--- config.mk ---
export PLATFORM = sky130hd
export DESIGN_NAME = vga_timing_gen_flat
export DESIGN_NICKNAME = d
export VERILOG_FILES = /design/src/rtl/vga_timing_pkg.sv /design/src/rtl/vga_timing_gen_if.sv /design/src/rtl/vga_delay_line.sv /design/src/rtl/vga_timing_gen.sv /design/src/flat_wrapper.sv
export SDC_FILE = /design/constraint.sdc
export NUM_CORES = 1
export LEC_CHECK = 0
export ABC_AREA = 1
export BUFFER_PORTS_ARGS = -buffer_cell sky130_fd_sc_hd__buf_4
export CORE_MARGIN = 4
export CORE_UTILIZATION = 35
export CTS_CLUSTER_SIZE = 10
export DETAILED_ROUTE_END_ITERATION = 16
export PLACE_DENSITY_LB_ADDON = 0.12
export REMOVE_ABC_BUFFERS = 1
export SLEW_MARGIN = 20
export SYNTH_ARGS = -nofsm -noshare
export SYNTH_HDL_FRONTEND = slang
export SYNTH_HIERARCHICAL = 1
export SYNTH_SLANG_ARGS = --single-unit
--- constraint.sdc ---
create_clock -name clock -period 1.7 [get_ports clock]
set_clock_uncertainty 0.15 [all_clocks]
set_input_delay 0.34 -clock clock [delete_from_list [all_inputs] [get_ports clock]]
set_output_delay 0.34 -clock clock [all_outputs]
set_load 0.1 [all_outputs]
--- src/rtl/vga_timing_pkg.sv ---
// Shared timing defaults, RGB332 field widths and delay-line payload for vga_timing_gen.
// VGA_TEST_PATTERN_EN adds the colour-bar index to the payload.
package vga_timing_pkg;

    localparam int H_ACTIVE_DEF = 1024;
    localparam int H_FP_DEF     = 24;
    localparam int H_SYNC_DEF   = 136;
    localparam int H_BP_DEF     = 160;
    localparam int V_ACTIVE_DEF = 768;
    localparam int V_FP_DEF     = 3;
    localparam int V_SYNC_DEF   = 6;
    localparam int V_BP_DEF     = 29;
    localparam int PIPE_LAT_DEF = 2;

    localparam int H_TOTAL_DEF  = H_ACTIVE_DEF + H_FP_DEF + H_SYNC_DEF + H_BP_DEF;
    localparam int V_TOTAL_DEF  = V_ACTIVE_DEF + V_FP_DEF + V_SYNC_DEF + V_BP_DEF;
    localparam int HS_START_DEF = H_ACTIVE_DEF + H_FP_DEF;
    localparam int HS_END_DEF   = HS_START_DEF + H_SYNC_DEF - 1;
    localparam int VS_START_DEF = V_ACTIVE_DEF + V_FP_DEF;
    localparam int VS_END_DEF   = VS_START_DEF + V_SYNC_DEF - 1;

    localparam int H_CNT_W = 11;
    localparam int V_CNT_W = 10;

    localparam int RED_W   = 3;
    localparam int GREEN_W = 3;
    localparam int BLUE_W  = 2;
    localparam int PIXEL_W = RED_W + GREEN_W + BLUE_W;

    typedef logic [PIXEL_W-1:0] rgb332_t;

    typedef enum logic {
        ST_PRESTART,
        ST_RUN
    } gen_state_t;

`ifdef VGA_TEST_PATTERN_EN
    typedef struct packed {
        logic       active;
        logic       hs_n;
        logic       vs_n;
        logic [2:0] bar;
    } pipe_payload_t;

    localparam pipe_payload_t PAYLOAD_IDLE = '{active: 1'b0, hs_n: 1'b1, vs_n: 1'b1, bar: 3'd0};
`else
    typedef struct packed {
        logic active;
        logic hs_n;
        logic vs_n;
    } pipe_payload_t;

    localparam pipe_payload_t PAYLOAD_IDLE = '{active: 1'b0, hs_n: 1'b1, vs_n: 1'b1};
`endif

    // Each bit of the bar index fans out across a whole colour field.
    function automatic rgb332_t bar_colour(input logic [2:0] idx);
        return {{RED_W{idx[2]}}, {GREEN_W{idx[1]}}, {BLUE_W{idx[0]}}};
    endfunction

endpackage

--- src/rtl/vga_timing_gen_if.sv ---
// Pixel request bus between the timing generator (master) and the pixel source (slave).
interface vga_timing_gen_if;
    import vga_timing_pkg::*;

    logic [H_CNT_W-1:0] req_x;
    logic [V_CNT_W-1:0] req_y;
    logic               req_active;
    logic               frame_start;
    logic [PIXEL_W-1:0] pixel_in;

    modport master (
        output req_x, req_y, req_active, frame_start,
        input  pixel_in
    );

    modport slave (
        input  req_x, req_y, req_active, frame_start,
        output pixel_in
    );
endinterface

--- src/rtl/vga_delay_line.sv ---
// Generic WIDTH x DEPTH shift register with asynchronous active-low reset to RESET_VAL.
module vga_delay_line #(
    parameter int               WIDTH     = 1,
    parameter int               DEPTH     = 1,
    parameter logic [WIDTH-1:0] RESET_VAL = '0
) (
    input  logic             clock,
    input  logic             reset,
    input  logic [WIDTH-1:0] d_i,
    output logic [WIDTH-1:0] q_o
);

    logic [WIDTH-1:0] stage_q [DEPTH];

    always_ff @(posedge clock or negedge reset) begin
        if (!reset) begin
            // NOTE: every stage is reset, not just the head: stale sync/active bits
            // left in the line would otherwise leak a partial pulse after release.
            for (int i = 0; i < DEPTH; i++) begin
                stage_q[i] <= RESET_VAL;
            end
        end else begin
            // NOTE: non-blocking assignments let each stage take its neighbour's old value.
            stage_q[0] <= d_i;
            for (int i = 1; i < DEPTH; i++) begin
                stage_q[i] <= stage_q[i-1];
            end
        end
    end

    assign q_o = stage_q[DEPTH-1];

endmodule

--- src/rtl/vga_timing_gen.sv ---
// 1024x768@60 VGA timing: pixel requests, latency-matched sync/blank, registered pins.
// VGA_TEST_PATTERN_EN enables the colour-bar substitution selected by pattern_sel.
module vga_timing_gen
    import vga_timing_pkg::*;
#(
    parameter int H_ACTIVE = H_ACTIVE_DEF,
    parameter int H_FP     = H_FP_DEF,
    parameter int H_SYNC   = H_SYNC_DEF,
    parameter int H_BP     = H_BP_DEF,
    parameter int V_ACTIVE = V_ACTIVE_DEF,
    parameter int V_FP     = V_FP_DEF,
    parameter int V_SYNC   = V_SYNC_DEF,
    parameter int V_BP     = V_BP_DEF,
    parameter int PIPE_LAT = PIPE_LAT_DEF  // legal range 1..8
) (
    input  logic               clock,
    input  logic               reset,
    vga_timing_gen_if.master   req,
    input  logic               pattern_sel,
    output logic [RED_W-1:0]   vgaRed,
    output logic [GREEN_W-1:0] vgaGreen,
    output logic [BLUE_W-1:0]  vgaBlue,
    output logic               Hsync,
    output logic               Vsync
);

    localparam int H_TOTAL  = H_ACTIVE + H_FP + H_SYNC + H_BP;
    localparam int V_TOTAL  = V_ACTIVE + V_FP + V_SYNC + V_BP;
    localparam int HS_START = H_ACTIVE + H_FP;
    localparam int HS_END   = HS_START + H_SYNC - 1;
    localparam int VS_START = V_ACTIVE + V_FP;
    localparam int VS_END   = VS_START + V_SYNC - 1;

    gen_state_t         state_q, state_d;
    logic [H_CNT_W-1:0] h_q, h_d;
    logic [V_CNT_W-1:0] v_q, v_d;
    logic               active_q, active_d;
    logic               frame_start_q, frame_start_d;
    logic               hs_n_q, hs_n_d;
    logic               vs_n_q, vs_n_d;

    // The first edge after reset only loads the decodes for (0,0); counting starts after it.
    always_comb begin
        // NOTE: every always_comb output gets a default first so no path infers a latch.
        state_d = state_q;
        h_d     = h_q;
        v_d     = v_q;
        unique case (state_q)
            ST_PRESTART: state_d = ST_RUN;
            ST_RUN: begin
                if (int'(h_q) == H_TOTAL - 1) begin
                    h_d = '0;
                    v_d = (int'(v_q) == V_TOTAL - 1) ? '0 : v_q + V_CNT_W'(1);
                end else begin
                    h_d = h_q + H_CNT_W'(1);
                end
            end
            default: state_d = ST_PRESTART;
        endcase

        active_d      = (int'(h_d) < H_ACTIVE) && (int'(v_d) < V_ACTIVE);
        frame_start_d = (h_d == '0) && (v_d == '0);
        hs_n_d        = !((int'(h_d) >= HS_START) && (int'(h_d) <= HS_END));
        vs_n_d        = !((int'(v_d) >= VS_START) && (int'(v_d) <= VS_END));
    end

    always_ff @(posedge clock or negedge reset) begin
        if (!reset) begin
            state_q       <= ST_PRESTART;
            h_q           <= '0;
            v_q           <= '0;
            active_q      <= 1'b0;
            frame_start_q <= 1'b0;
            hs_n_q        <= 1'b1;
            vs_n_q        <= 1'b1;
        end else begin
            state_q       <= state_d;
            h_q           <= h_d;
            v_q           <= v_d;
            active_q      <= active_d;
            frame_start_q <= frame_start_d;
            hs_n_q        <= hs_n_d;
            vs_n_q        <= vs_n_d;
        end
    end

    assign req.req_x       = h_q;
    assign req.req_y       = v_q;
    assign req.req_active  = active_q;
    assign req.frame_start = frame_start_q;

    pipe_payload_t req_payload;
    pipe_payload_t dly_payload;

    always_comb begin
        req_payload        = PAYLOAD_IDLE;
        req_payload.active = active_q;
        req_payload.hs_n   = hs_n_q;
        req_payload.vs_n   = vs_n_q;
`ifdef VGA_TEST_PATTERN_EN
        req_payload.bar    = h_q[9:7];
`endif
    end

    vga_delay_line #(
        .WIDTH    ($bits(pipe_payload_t)),
        .DEPTH    (PIPE_LAT),
        .RESET_VAL(PAYLOAD_IDLE)
    ) u_delay (
        .clock(clock),
        .reset(reset),
        .d_i  (req_payload),
        .q_o  (dly_payload)
    );

    rgb332_t rgb_d, rgb_q;
    logic    hsync_q, vsync_q;

    // pixel_in is sampled every cycle; anything outside the active window is discarded.
    always_comb begin
        rgb_d = '0;
        if (dly_payload.active) begin
`ifdef VGA_TEST_PATTERN_EN
            rgb_d = pattern_sel ? bar_colour(dly_payload.bar) : req.pixel_in;
`else
            rgb_d = req.pixel_in;
`endif
        end
    end

`ifndef VGA_TEST_PATTERN_EN
    logic unused_pattern_sel;
    assign unused_pattern_sel = pattern_sel;
`endif

    always_ff @(posedge clock or negedge reset) begin
        if (!reset) begin
            rgb_q   <= '0;
            hsync_q <= 1'b1;
            vsync_q <= 1'b1;
        end else begin
            rgb_q   <= rgb_d;
            hsync_q <= dly_payload.hs_n;
            vsync_q <= dly_payload.vs_n;
        end
    end

    assign {vgaRed, vgaGreen, vgaBlue} = rgb_q;
    assign Hsync = hsync_q;
    assign Vsync = vsync_q;

endmodule

--- src/flat_wrapper.sv ---
// flat-port wrapper written by rule: the top's interface ports become plain ports
module vga_timing_gen_flat import vga_timing_pkg::*;
#(
    parameter int H_ACTIVE = H_ACTIVE_DEF,
    parameter int H_FP     = H_FP_DEF,
    parameter int H_SYNC   = H_SYNC_DEF,
    parameter int H_BP     = H_BP_DEF,
    parameter int V_ACTIVE = V_ACTIVE_DEF,
    parameter int V_FP     = V_FP_DEF,
    parameter int V_SYNC   = V_SYNC_DEF,
    parameter int V_BP     = V_BP_DEF,
    parameter int PIPE_LAT = PIPE_LAT_DEF                     
)
  (clock, reset, pattern_sel, vgaRed, vgaGreen, vgaBlue, Hsync, Vsync, req_req_x, req_req_y, req_req_active, req_frame_start, req_pixel_in);
  vga_timing_gen_if req_i ();
  input  logic clock;
  input  logic reset;
  input  logic pattern_sel;
  output logic [RED_W-1:0] vgaRed;
  output logic [GREEN_W-1:0] vgaGreen;
  output logic [BLUE_W-1:0] vgaBlue;
  output logic Hsync;
  output logic Vsync;
  output wire logic [$bits(req_i.req_x)-1:0] req_req_x;
  output wire logic [$bits(req_i.req_y)-1:0] req_req_y;
  output wire logic [$bits(req_i.req_active)-1:0] req_req_active;
  output wire logic [$bits(req_i.frame_start)-1:0] req_frame_start;
  input wire logic [$bits(req_i.pixel_in)-1:0] req_pixel_in;
  assign req_req_x = req_i.req_x;
  assign req_req_y = req_i.req_y;
  assign req_req_active = req_i.req_active;
  assign req_frame_start = req_i.frame_start;
  assign req_i.pixel_in = req_pixel_in;
  vga_timing_gen #(.H_ACTIVE(H_ACTIVE), .H_FP(H_FP), .H_SYNC(H_SYNC), .H_BP(H_BP), .V_ACTIVE(V_ACTIVE), .V_FP(V_FP), .V_SYNC(V_SYNC), .V_BP(V_BP), .PIPE_LAT(PIPE_LAT)) u_core (.clock(clock), .reset(reset), .req(req_i), .pattern_sel(pattern_sel), .vgaRed(vgaRed), .vgaGreen(vgaGreen), .vgaBlue(vgaBlue), .Hsync(Hsync), .Vsync(Vsync));
endmodule
==> impl_metrics.prom <==
# TYPE chip_impl_metric gauge
chip_impl_info{name="outcome",value="finished, violations left"} 1
chip_impl_info{name="violations",value="negative setup slack"} 1
chip_impl_metric{name="leakage",unit="nW"} 1.84
chip_impl_metric{name="initial_core_util",unit="%"} 37.1
chip_impl_metric{name="power-per-cell-area",unit="nW/um2"} 1040
chip_impl_metric{name="final_hold_viol_count",unit=""} 0
chip_impl_info{name="r2r-end",value="u_core/vs_n_q"} 1
chip_impl_metric{name="gr-usage-all-layers",unit="%"} 14.3
chip_impl_info{name="timing.critical_path.max_delay_family",value="simple AND/OR/NAND/NOR gates"} 1
chip_impl_metric{name="grt_antenna_before_repair",unit=""} 0
chip_impl_info{name="mostFrequentLayoutCell",value="sky130_fd_sc_hd__buf_4"} 1
chip_impl_metric{name="number_of_fillers_in_the_final_layout",unit=""} 529
chip_impl_metric{name="clock_sinks",unit=""} 42
chip_impl_metric{name="route.detailed.vias_per_inst",unit=""} 4.48
chip_impl_metric{name="post-dp-hpwl",unit="mm"} 3.64
chip_impl_info{name="timing_worst_setup_path_type",value="reg2reg"} 1
chip_impl_info{name="worst_hold_path_startpoint",value="req_pixel_in[7]"} 1
chip_impl_metric{name="synth-seq-area-share",unit="%"} 50.7
chip_impl_info{name="clk_root_buffer_cell",value="sky130_fd_sc_hd__clkbuf_8"} 1
chip_impl_metric{name="io-pin-count",unit=""} 44
chip_impl_metric{name="finalWirelength",unit="mm"} 5.33
chip_impl_info{name="critPathLaunchType",value="flop"} 1
chip_impl_info{name="main_area_contributors_after_synthesis",value="sky130_fd_sc_hd__dfrtp_1 41%, sky130_fd_sc_hd__nand2_1 14%, sky130_fd_sc_hd__dfstp_2 10%, sky130_fd_sc_hd__inv_1 8.8%, sky130_fd_sc_hd__nand3_1 5.0%"} 1
chip_impl_metric{name="finalNonFillerCells",unit=""} 439
chip_impl_metric{name="grt_first_pass_wirelength",unit="mm"} 8.37
chip_impl_info{name="top_layer_used",value="met4"} 1
chip_impl_metric{name="final_min_period_over_clock_period",unit="%"} 112
chip_impl_metric{name="core-area",unit="um2"} 5640
chip_impl_info{name="cp_common_cell",value="sky130_fd_sc_hd__nand2_2"} 1
chip_impl_metric{name="critPathRequiredTime",unit="ns"} 1.78
chip_impl_metric{name="synthesis.area_per_instance",unit="um2"} 7.96
chip_impl_metric{name="synth.top_cell.area_share",unit="%"} 40.6
chip_impl_metric{name="wl_met3",unit="um"} 246
chip_impl_metric{name="antenna_cells",unit=""} 0
chip_impl_metric{name="final_critical_path_setup_slack",unit="ns"} -0.203
chip_impl_metric{name="vdd_ir_drop_max",unit="mV"} 1.27
chip_impl_info{name="critical_path.endpoint_type",value="flop"} 1
chip_impl_metric{name="dr.first_iter.drc_count",unit=""} 72
chip_impl_metric{name="cp.buffers_inverters",unit=""} 2
chip_impl_metric{name="fmax",unit="MHz"} 526
chip_impl_info{name="tritoncts",value="yes"} 1
chip_impl_metric{name="die_h",unit="um"} 85.3
chip_impl_metric{name="cts_max_path_buffers",unit=""} 2
chip_impl_metric{name="gp_congestion",unit=""} 0.829
chip_impl_metric{name="max-slew-margin-rel",unit="%"} 65.0
chip_impl_info{name="synth_top_cell_by_area",value="sky130_fd_sc_hd__dfrtp_1"} 1
chip_impl_info{name="rr_startpoint",value="u_core/req.req_x[0]"} 1
chip_impl_metric{name="number_of_warnings_issued_by_yosys",unit=""} 6
chip_impl_metric{name="grt_pass1_vias",unit=""} 1772
chip_impl_metric{name="post_synth_inst_count",unit=""} 263
chip_impl_metric{name="sequential_area",unit="um2"} 1060
chip_impl_metric{name="numPortBuffers",unit=""} 42
chip_impl_metric{name="timing.hold.worst_path_depth",unit=""} 3
chip_impl_metric{name="die_w",unit="um"} 85.3
chip_impl_metric{name="post_synth_instance_area",unit="um2"} 2090
chip_impl_metric{name="globalRoute.totalOverflow",unit=""} 0
chip_impl_metric{name="cts_buffers",unit=""} 5
chip_impl_metric{name="critical_path_arrival",unit="ns"} 1.98
chip_impl_metric{name="final_max_slew_viol_count",unit=""} 0
chip_impl_metric{name="timing.final.setup_violations",unit=""} 13
chip_impl_metric{name="area_growth",unit="%"} 56.4
chip_impl_metric{name="grt_max_degree",unit=""} 43
chip_impl_metric{name="timing.reg2reg.worst_path_depth",unit=""} 13
chip_impl_metric{name="multi_input_gate_area_in_the_final_layout",unit="um2"} 1020
chip_impl_info{name="hold_wc_path_type",value="in2reg"} 1
chip_impl_metric{name="fin_hold_ws",unit="ns"} 0.0786
chip_impl_info{name="hold_path_end",value="u_core/rgb_q[7]"} 1
chip_impl_metric{name="clkSlewWorstSetupHoldPaths",unit="ns"} 0.08
chip_impl_metric{name="finish.net_count",unit=""} 380
chip_impl_metric{name="worst-r2r-setup-slack",unit="ns"} -0.20
chip_impl_metric{name="wire_per_inst",unit="um"} 12.1
chip_impl_metric{name="placementRows",unit=""} 27
chip_impl_metric{name="placed_cells_incl_taps",unit=""} 419
chip_impl_metric{name="remaining_drc_errors",unit=""} 0
chip_impl_metric{name="netlist-cell-type-count",unit=""} 27
chip_impl_metric{name="worstSkewPairLatency",unit="ns"} 0.29
chip_impl_info{name="crit_path_cell_trace",value="ha_4, nand2_4, nor2_4, nand2_4, nor2_8, buf_6, nand2_2, nand2_2, nand2_2, buf_4, nand3_2, nand2_2, nand4_1"} 1
chip_impl_metric{name="finalWorstPathRequiredPeriod",unit="ns"} 1.90
chip_impl_info{name="final_cell_mix",value="89 x sky130_fd_sc_hd__buf_4, 54 x sky130_fd_sc_hd__nand2_1, 44 x sky130_fd_sc_hd__inv_1"} 1
chip_impl_metric{name="worst_pin_slew",unit="ns"} 0.525
chip_impl_metric{name="ant_nets",unit=""} 0
chip_impl_metric{name="design.die.area",unit="um2"} 7280
chip_impl_info{name="rsz0062_at_grt",value="true"} 1
chip_impl_metric{name="setup_tns",unit="ns"} -1.11
chip_impl_metric{name="clock_tree.htree_level_count",unit=""} 2
chip_impl_metric{name="dr_total_vias",unit=""} 1966
chip_impl_metric{name="drt_first_pass_iters",unit=""} 4
chip_impl_info{name="critPathSlowestCell",value="sky130_fd_sc_hd__dfrtp_1"} 1
chip_impl_metric{name="dr_wl_met2",unit="mm"} 2.57
chip_impl_metric{name="synth.ff_latch_count",unit=""} 42
chip_impl_metric{name="slowest_delay",unit="ns"} 0.40
chip_impl_metric{name="routedLengthMet1",unit="mm"} 2.47
chip_impl_metric{name="layout-drive-gt1-share",unit="%"} 49.9
chip_impl_metric{name="max_cap_violations",unit=""} 0
chip_impl_metric{name="critical_path_peak_fanout",unit=""} 6
[synthesized netlist by cell type]
library cell               count
sky130_fd_sc_hd__o21bai_1      1
sky130_fd_sc_hd__inv_2         2
sky130_fd_sc_hd__nor3_1        3
sky130_fd_sc_hd__nand2_1      76
sky130_fd_sc_hd__xor2_1        4
sky130_fd_sc_hd__conb_1        1
sky130_fd_sc_hd__nand4_2       1
sky130_fd_sc_hd__nand4_1      10
sky130_fd_sc_hd__clkbuf_1      1
sky130_fd_sc_hd__o21ai_2       1
sky130_fd_sc_hd__o211ai_1      1
sky130_fd_sc_hd__dfstp_2       8
sky130_fd_sc_hd__buf_6         1
sky130_fd_sc_hd__dfrtp_1      34
sky130_fd_sc_hd__o21ai_0       3
sky130_fd_sc_hd__ha_1          3
sky130_fd_sc_hd__nor2_8        1
sky130_fd_sc_hd__inv_1        49
sky130_fd_sc_hd__nand2_2       3
sky130_fd_sc_hd__nor2_4        2
sky130_fd_sc_hd__nor2_2        3
sky130_fd_sc_hd__nand3_1      21
sky130_fd_sc_hd__buf_4         3
sky130_fd_sc_hd__nand2_4       1
sky130_fd_sc_hd__buf_2         1
sky130_fd_sc_hd__nor2_1       27
sky130_fd_sc_hd__a21oi_1       2
[power breakdown]
group | total (W) | switching (W) | internal, W
logic | 0.00163 | 0.00112 | 0.000509
registers | 0.00115 | 0.0000585 | 0.00109
clock network | 0.000629 | 0.000344 | 0.000285
total | 0.00341 | 0.00153 | 0.00188
[metal layers]
layer  global-route usage [%]  vias to the layer above
li1                         -                     1000
met1                     20.3                      922
met2                     22.0                       38
met3                     2.52                        6
met4                     4.75                        0
met5                        0                        -
[through the flow]
stage	setup WS (ns)	power [W]	util (%)	cell area, um2
detailed placement	-0.235	0.00262	49.9	2820
global placement	-0.223	0.00262	49.9	2820
global route	-0.313	0.00359	58.0	3270
finish	-0.203	0.00341	58.0	3270
floorplan	-0.906	0.00211	-	2050
CTS	-0.204	0.00329	53.4	3020
[registers in the layout (all words and copies together), names as in the netlist]
register	cells
u_core/Hsync	1
u_core/Vsync	1
u_core/hs_n_q	1
u_core/req.frame_start	1
u_core/req.req_active	1
u_core/req.req_x	11
u_core/req.req_y	10
u_core/rgb_q	8
u_core/state_q	1
u_core/u_delay/q_o	3
u_core/u_delay/stage_q	3
u_core/vs_n_q	1
[kinds of logic after synthesis]
group,Yosys count,synth area share (%)
AND/OR/NAND/NOR,148,32.2
buffers and inverters,57,11.2
flip-flops,42,50.7
AO/OA/AOI/OAI,8,2.33
XOR/XNOR,4,1.67
adder cells (fa/ha/maj),3,1.79
other,1,0.179
[worst max-delay path by stage]
stage	to	cells after the start	startpoint	slack [ns]
finish	u_core/vs_n_q	13	u_core/req.req_x[0]	-0.20
global route	u_core/req.frame_start	10	u_core/req.req_x[0]	-0.31
CTS	u_core/vs_n_q	13	u_core/req.req_x[1]	-0.20
detailed placement	u_core/req.frame_start	11	u_core/req.req_x[0]	-0.23
global placement	u_core/req.frame_start	11	u_core/req.req_y[0]	-0.22
floorplan	u_core/vs_n_q	10	u_core/req.req_x[0]	-0.91
[layout make-up]
cell class,instances,area share [%]
clock inverter,2,0.306
tap,72,2.75
inverter,51,5.85
sequential,42,32.4
clock buffer,6,2.22
multi-input combinational,164,31.1
timing repair buffer,102,25.4
[worst min-delay path, stage by stage]
cell	delay [ns]
sky130_fd_sc_hd__buf_4	0.07
sky130_fd_sc_hd__nand2_1	0.04
sky130_fd_sc_hd__inv_1	0.04
[timing repair]
action | CTS | global route
pin swaps | 8 | 32
hold buffers | 1 | 0
cloned | 0 | 0
resized for setup | 13 | 67
setup buffers | 6 | 9
endpoints found under the setup margin | 9 | 20
hold endpoints to repair | 34 | 0
No activity file was read; power rests on OpenSTA's default activity.
